File: src/rtl/regfile_wb_arbiter_pkg.sv
// Shared constants and helpers for the regfile writeback arbiter.
// Slot indices are used to address the per-source arrays in the top level.
package regfile_wb_arbiter_pkg;

    localparam int AWIDTH_DEF     = 8;
    localparam int DWIDTH_DEF     = 16;
    localparam int STARVE_MAX_DEF = 3;

    localparam logic [2:0] REG_ZERO_BITS = 3'b000;

    localparam int SRC_ALU = 0;
    localparam int SRC_MEM = 1;

    // Register-file r0 aliasing: any address whose low three bits are zero
    function automatic logic is_zero_reg(input logic [2:0] addr_lo);
        return addr_lo == REG_ZERO_BITS;
    endfunction

endpackage

File: src/rtl/regfile_wb_arbiter_wb_slot.sv
// One-entry writeback holding slot: full flag, address, data and an age bit.
// The age bit is 1 when this entry is older than whatever the other slot holds.
module wb_slot
    import regfile_wb_arbiter_pkg::*;
#(
    parameter int AWIDTH = AWIDTH_DEF,
    parameter int DWIDTH = DWIDTH_DEF
) (
    input  logic              i_clk,
    input  logic              i_clear_n,
    input  logic              i_load,
    input  logic              i_drain,
    input  logic              i_flush,
    input  logic              i_set_old,
    input  logic              i_age,
    input  logic [AWIDTH-1:0] i_addr,
    input  logic [DWIDTH-1:0] i_data,
    output logic              o_full,
    output logic [AWIDTH-1:0] o_addr,
    output logic [DWIDTH-1:0] o_data,
    output logic              o_old
);

    logic              r_full;
    logic [AWIDTH-1:0] r_addr;
    logic [DWIDTH-1:0] r_data;
    logic              r_old;

    always_ff @(posedge i_clk or negedge i_clear_n) begin
        if (!i_clear_n) begin
            r_full <= 1'b0;
            r_addr <= '0;
            r_data <= '0;
            r_old  <= 1'b0;
        end else if (i_flush) begin
            r_full <= 1'b0;
            r_old  <= 1'b0;
        end else if (i_load) begin
            r_full <= 1'b1;
            r_addr <= i_addr;
            r_data <= i_data;
            r_old  <= i_age;
        end else begin
            if (i_drain)
                r_full <= 1'b0;
            // A held entry becomes the older one once the other slot reloads
            if (i_set_old)
                r_old <= 1'b1;
        end
    end

    assign o_full = r_full;
    assign o_addr = r_addr;
    assign o_data = r_data;
    assign o_old  = r_old;

endmodule

File: src/rtl/regfile_wb_arbiter.sv
// Arbitrates ALU and load writebacks onto the single regfile write port,
// with starvation relief, same-address ordering and decode hazard reporting.
module regfile_wb_arbiter
    import regfile_wb_arbiter_pkg::*;
#(
    parameter int AWIDTH     = AWIDTH_DEF,
    parameter int DWIDTH     = DWIDTH_DEF,
    parameter int STARVE_MAX = STARVE_MAX_DEF
) (
    input  logic              i_clk,
    input  logic              i_clear_n,
    input  logic              i_flush,
    input  logic              i_alu_valid,
    output logic              o_alu_ready,
    input  logic [AWIDTH-1:0] i_alu_addr,
    input  logic [DWIDTH-1:0] i_alu_data,
    input  logic              i_mem_valid,
    output logic              o_mem_ready,
    input  logic [AWIDTH-1:0] i_mem_addr,
    input  logic [DWIDTH-1:0] i_mem_data,
    input  logic [AWIDTH-1:0] i_qry_rs,
    input  logic [AWIDTH-1:0] i_qry_rt,
    output logic              o_hazard_rs,
    output logic              o_hazard_rt,
    output logic              o_req_rd,
    output logic [AWIDTH-1:0] o_addr_rd,
    output logic [DWIDTH-1:0] o_wdata
);

    localparam int              SW         = $clog2(STARVE_MAX + 1);
    localparam logic [SW-1:0]   STARVE_LIM = SW'(STARVE_MAX);

    logic [1:0]        w_in_valid, w_ready, w_accept, w_load, w_full, w_grant;
    logic [1:0]        w_old, w_age, w_set_old, w_hit_rs, w_hit_rt;
    logic [AWIDTH-1:0] w_in_addr   [2];
    logic [DWIDTH-1:0] w_in_data   [2];
    logic [AWIDTH-1:0] w_slot_addr [2];
    logic [DWIDTH-1:0] w_slot_data [2];

    logic [SW-1:0]     r_starve;
    logic              r_req_rd;
    logic [AWIDTH-1:0] r_addr_rd;
    logic [DWIDTH-1:0] r_wdata;

    assign w_in_valid[SRC_ALU] = i_alu_valid;
    assign w_in_valid[SRC_MEM] = i_mem_valid;
    assign w_in_addr[SRC_ALU]  = i_alu_addr;
    assign w_in_addr[SRC_MEM]  = i_mem_addr;
    assign w_in_data[SRC_ALU]  = i_alu_data;
    assign w_in_data[SRC_MEM]  = i_mem_data;

    generate
        for (genvar gi = 0; gi < 2; gi++) begin : g_slot
            assign w_ready[gi]   = i_clear_n & ~i_flush & (~w_full[gi] | w_grant[gi]);
            assign w_accept[gi]  = w_in_valid[gi] & w_ready[gi];
            assign w_load[gi]    = w_accept[gi] & ~is_zero_reg(w_in_addr[gi][2:0]);
            assign w_set_old[gi] = w_load[1-gi];
            // Younger if the other slot keeps its entry; on a tie the ALU beat is younger
            assign w_age[gi]     = ~(w_full[1-gi] & ~w_grant[1-gi]) &
                                   ((gi == SRC_ALU) ? ~w_load[1-gi] : 1'b1);
            assign w_hit_rs[gi]  = w_full[gi] & ~w_grant[gi] & (w_slot_addr[gi] == i_qry_rs);
            assign w_hit_rt[gi]  = w_full[gi] & ~w_grant[gi] & (w_slot_addr[gi] == i_qry_rt);

            wb_slot #(.AWIDTH(AWIDTH), .DWIDTH(DWIDTH)) u_slot (
                .i_clk     (i_clk),
                .i_clear_n (i_clear_n),
                .i_load    (w_load[gi]),
                .i_drain   (w_grant[gi]),
                .i_flush   (i_flush),
                .i_set_old (w_set_old[gi]),
                .i_age     (w_age[gi]),
                .i_addr    (w_in_addr[gi]),
                .i_data    (w_in_data[gi]),
                .o_full    (w_full[gi]),
                .o_addr    (w_slot_addr[gi]),
                .o_data    (w_slot_data[gi]),
                .o_old     (w_old[gi])
            );
        end
    endgenerate

    always_comb begin
        w_grant = '0;
        if (!i_flush) begin
            if (w_full[SRC_ALU] && w_full[SRC_MEM] &&
                w_slot_addr[SRC_ALU] == w_slot_addr[SRC_MEM]) begin
                if (w_old[SRC_ALU] && !w_old[SRC_MEM])
                    w_grant[SRC_ALU] = 1'b1;
                else
                    w_grant[SRC_MEM] = 1'b1;
            end else if (w_full[SRC_ALU] && r_starve == STARVE_LIM) begin
                w_grant[SRC_ALU] = 1'b1;
            end else if (w_full[SRC_MEM]) begin
                w_grant[SRC_MEM] = 1'b1;
            end else if (w_full[SRC_ALU]) begin
                w_grant[SRC_ALU] = 1'b1;
            end
        end
    end

    always_ff @(posedge i_clk or negedge i_clear_n) begin
        if (!i_clear_n) begin
            r_starve <= '0;
        end else if (i_flush || w_grant[SRC_ALU]) begin
            r_starve <= '0;
        end else if (w_full[SRC_ALU] && r_starve != STARVE_LIM) begin
            r_starve <= r_starve + 1'b1;
        end
    end

    // Address/data hold their last value between grants; only req_rd pulses
    always_ff @(posedge i_clk or negedge i_clear_n) begin
        if (!i_clear_n) begin
            r_req_rd  <= 1'b0;
            r_addr_rd <= '0;
            r_wdata   <= '0;
        end else begin
            r_req_rd <= |w_grant;
            if (|w_grant) begin
                r_addr_rd <= w_grant[SRC_ALU] ? w_slot_addr[SRC_ALU] : w_slot_addr[SRC_MEM];
                r_wdata   <= w_grant[SRC_ALU] ? w_slot_data[SRC_ALU] : w_slot_data[SRC_MEM];
            end
        end
    end

    assign o_alu_ready = w_ready[SRC_ALU];
    assign o_mem_ready = w_ready[SRC_MEM];
    assign o_hazard_rs = i_clear_n & ~is_zero_reg(i_qry_rs[2:0]) & (|w_hit_rs);
    assign o_hazard_rt = i_clear_n & ~is_zero_reg(i_qry_rt[2:0]) & (|w_hit_rt);
    assign o_req_rd    = r_req_rd;
    assign o_addr_rd   = r_addr_rd;
    assign o_wdata     = r_wdata;

endmodule

File: config.mk
export PLATFORM = sky130hd
export DESIGN_NAME = regfile_wb_arbiter
export DESIGN_NICKNAME = d
export VERILOG_FILES = /design/src/rtl/regfile_wb_arbiter_pkg.sv /design/src/rtl/regfile_wb_arbiter_wb_slot.sv /design/src/rtl/regfile_wb_arbiter.sv
export SDC_FILE = /design/constraint.sdc
export NUM_CORES = 1
export LEC_CHECK = 0
export ABC_CLOCK_PERIOD_IN_PS = 3100
export CAP_MARGIN = 20
export CORE_UTILIZATION = 49
export DETAILED_ROUTE_END_ITERATION = 6
export PLACE_DENSITY = 0.81
export SLEW_MARGIN = 20
export SYNTH_ARGS = -nofsm -noshare
export SYNTH_HDL_FRONTEND = slang
export SYNTH_SLANG_ARGS = --single-unit
File: constraint.sdc
create_clock -name i_clk -period 3.1 [get_ports i_clk]
set_input_delay 0.62 -clock i_clk [delete_from_list [all_inputs] [get_ports i_clk]]
set_output_delay 0.62 -clock i_clk [all_outputs]
set_load 0.02 [all_outputs]
==> results.toml <==
[cts]
cts_hold_buf = 0
cts_tree = "yes"
h-tree-depth = 3
root_buffer = "clkbuf_8"
clk_path_buf_depth = 2
cts_made_buffers = 9
clk_latency_ps = 350
clk_pin_slew_ps = 90
cts.sinks = 79

[placement]
port_buffers = 97
routabilityCongestion = 0.8849
dpl.hpwl_um = 6562
place_area_um2 = 4949

[outcome]
status = "finished, final reports clean"

[synthesis]
netlist_instances = 294
synth.yosys.warnings = 0
yosysUniqueCellTypes = 41
synth_fp_nets = 364
netlist_area_um2 = 3770
synth-seq-cells = 79
yosysSeqAreaShare = 0.5244
synth.avg_cell_area_um2 = 12.82

[timing]
setup-tns-final_ps = 0
worst_clock_skew_ps = 13.49
rsz0062_at_grt = "no"
fin_crit_sh = 0.9810
fmax_ghz = 0.3288
hold_violations = 0
maxSlewHeadroom = 0.6359
worst_slew_pin_slew_ps = 541.5
slew_viol_final = 0
fin_crit_ps = 3041
setup_viol = 0

[critical_path]
cp_max_fo = 4
crit_type = "flip-flop to primary output"
endpoint_kind = "primary output"
cp.arrival_ps = 2420
critPathLaunchType = "flip-flop"
cp.required_ps = 2480

[worst_hold_path]
min_path_type = "input pin to async pin"

[floorplanning]
die_area_um2 = 8049
die_w_um = 89.72
die_y_um = 89.72
rows = 31
coreArea_um2 = 7331
start_util = 0.5143
io_pins = 98

[routing]
finalWirelength_um = 9303
ant_nets = 0
via_count = 2881
wl_per_cell_um = 18.10
first_iter_violations = 143
drt_first_pass_iters = 4
vias_per_cell = 5.605
post-route-drc-count = 0

[global_routing]
antenna_found_initial = 0
grt.overflow.total = 0
grt_usage = 0.2469
grt_pass1_wl_um = 15500
grt_max_degree = 42
grt_pass1_vias = 3076

[power_and_ir_drop]
ir_drop_uv = 322.5
cellLeakagePower_uw = 0.002300
power.density_nw_per_um2 = 633.7

[cells_and_area]
nFillCells = 522
final_cell_mix = "clkdlybuf4s50_1, dfrtp_1, mux2_2"
multiInputGateArea_um2 = 1715
register_area_um2 = 1977
post-route-util = 0.7032
final_common_cell = "clkdlybuf4s50_1"
drive_gt1_frac = 0.2265
fin_nets = 480
final_area_um2 = 5155
flow.area_growth_from_synthesis_pct = 36.74
antenna_cells = 0

[flow_run]
cap_violations = 0
## Yosys cell counts, drive strengths merged
cell | number | area share
dfrtp | 79 | 0.52
mux2 | 48 | 0.14
xnor2 | 34 | 0.079
a21o | 24 | 0.048
a22o | 24 | 0.056
nand4 | 8 | 0.013
nor2 | 8 | 0.0080
buf | 7 | 0.013
clkbuf | 7 | 0.0073
nor3 | 7 | 0.014
xor2 | 7 | 0.016
a31oi | 4 | 0.0066
a21oi | 3 | 0.0040
inv | 3 | 0.0030
nand2 | 3 | 0.0030
nand2b | 3 | 0.0050
o31ai | 3 | 0.0060
a211oi | 2 | 0.0040
a32o | 2 | 0.0053
o21ai | 2 | 0.0027
and3 | 1 | 0.0017
and4 | 1 | 0.0023
and4b | 1 | 0.0027
ha | 1 | 0.0033
mux2i | 1 | 0.0027
nand3 | 1 | 0.0013
nor2b | 1 | 0.0017
nor3b | 1 | 0.0020
nor4 | 1 | 0.0056
nor4b | 1 | 0.0023
o211a | 1 | 0.0027
o21a | 1 | 0.0023
o21ba | 1 | 0.0027
o21bai | 1 | 0.0020
o31a | 1 | 0.0023
or3 | 1 | 0.0017
## path summary, 6_finish.rpt
path	from	end	slack, ps	cells past startpoint
setup / recovery	g_slot[0].u_slot.o_addr[3]	o_hazard_rs	60	8
hold / removal	i_clear_n	g_slot[0].u_slot.o_addr[4]	360	2
setup reg to reg	g_slot[0].u_slot.o_addr[3]	g_slot[0].u_slot.o_data[13]	640	9
hold reg to reg	g_slot[1].u_slot.o_data[6]	o_wdata[6]	480	1
max in group asynchronous	i_clear_n	g_slot[0].u_slot.o_data[2]	2350	2
min in group i_clk	g_slot[1].u_slot.o_data[6]	o_wdata[6]	480	1
## metal layers
layer  share of wire  vias up  GRT usage
met5               0        -          0
met4           0.021        0    0.09836
met3           0.059       17    0.06007
met2            0.47      117     0.3833
met1            0.45     1432     0.3341
li1                -     1315          -
## flip-flops by register name, indices dropped and copies added, names as in the netlist
register / count
g_slot.u_slot.o_full: 2
o_req_rd: 1
o_addr_rd: 8
g_slot.u_slot.o_data: 32
g_slot.u_slot.o_old: 2
g_slot.u_slot.o_addr: 16
o_wdata: 16
r_starve: 2
## critical path: stages (launching register included)
cell and delay (ps):
dfrtp_1 400, xor2_1 200, nor4_4 280, buf_4 180
and4_4 240, o21ba_2 170, inv_1 70, a32o_1 250
clkdlybuf4s15_1 280
## metrics by stage
stage          power, uW  hold WS [ps]  setup WS [ps]  instances
6_report            3267         356.5          58.98        514
5_1_grt             3435         396.5          1.351        514
4_1_cts             3285         372.2          18.94        514
3_5_place_dp        2564         457.9          69.29        495
3_3_place_gp        2532         451.0          69.12        495
2_1_floorplan       2053         324.4          309.3        294
## logic make-up (layout without fill, tap and decap cells)
kind of cell | after synthesis | after routing | share of synthesized area
flip-flops | 79 | 79 | 0.5244
multiplexers | 49 | 49 | 0.1460
AO/OA/AOI/OAI | 69 | 69 | 0.1440
buffers and inverters | 17 | 138 | 0.02290
AND/OR/NAND/NOR | 38 | 38 | 0.06406
XOR/XNOR | 41 | 41 | 0.09526
adder cells (fa/ha/maj) | 1 | 1 | 0.003318
## power by group
group | internal [uW] | switching [uW] | total, uW
Clock | 336 | 369 | 706
Combinational | 639 | 479 | 1120
Sequential | 1270 | 173 | 1440
Total | 2250 | 1020 | 3270
## repair_timing
action,4_1_cts,5_1_grt
setup buffers,3,0
setup endpoints to repair,4,3
pin swaps,2,1
resized for setup,4,3
## area by class of cell
| cell class | count | area share |
|---|---|---|
| multi-input combinational | 198 | 0.3328 |
| inverter | 3 | 0.002184 |
| timing repair buffer | 119 | 0.2218 |
| sequential | 79 | 0.3835 |
| tap | 99 | 0.02403 |
| clock buffer | 12 | 0.03010 |
| clock inverter | 4 | 0.005583 |
(Power assumes the default switching activity.)
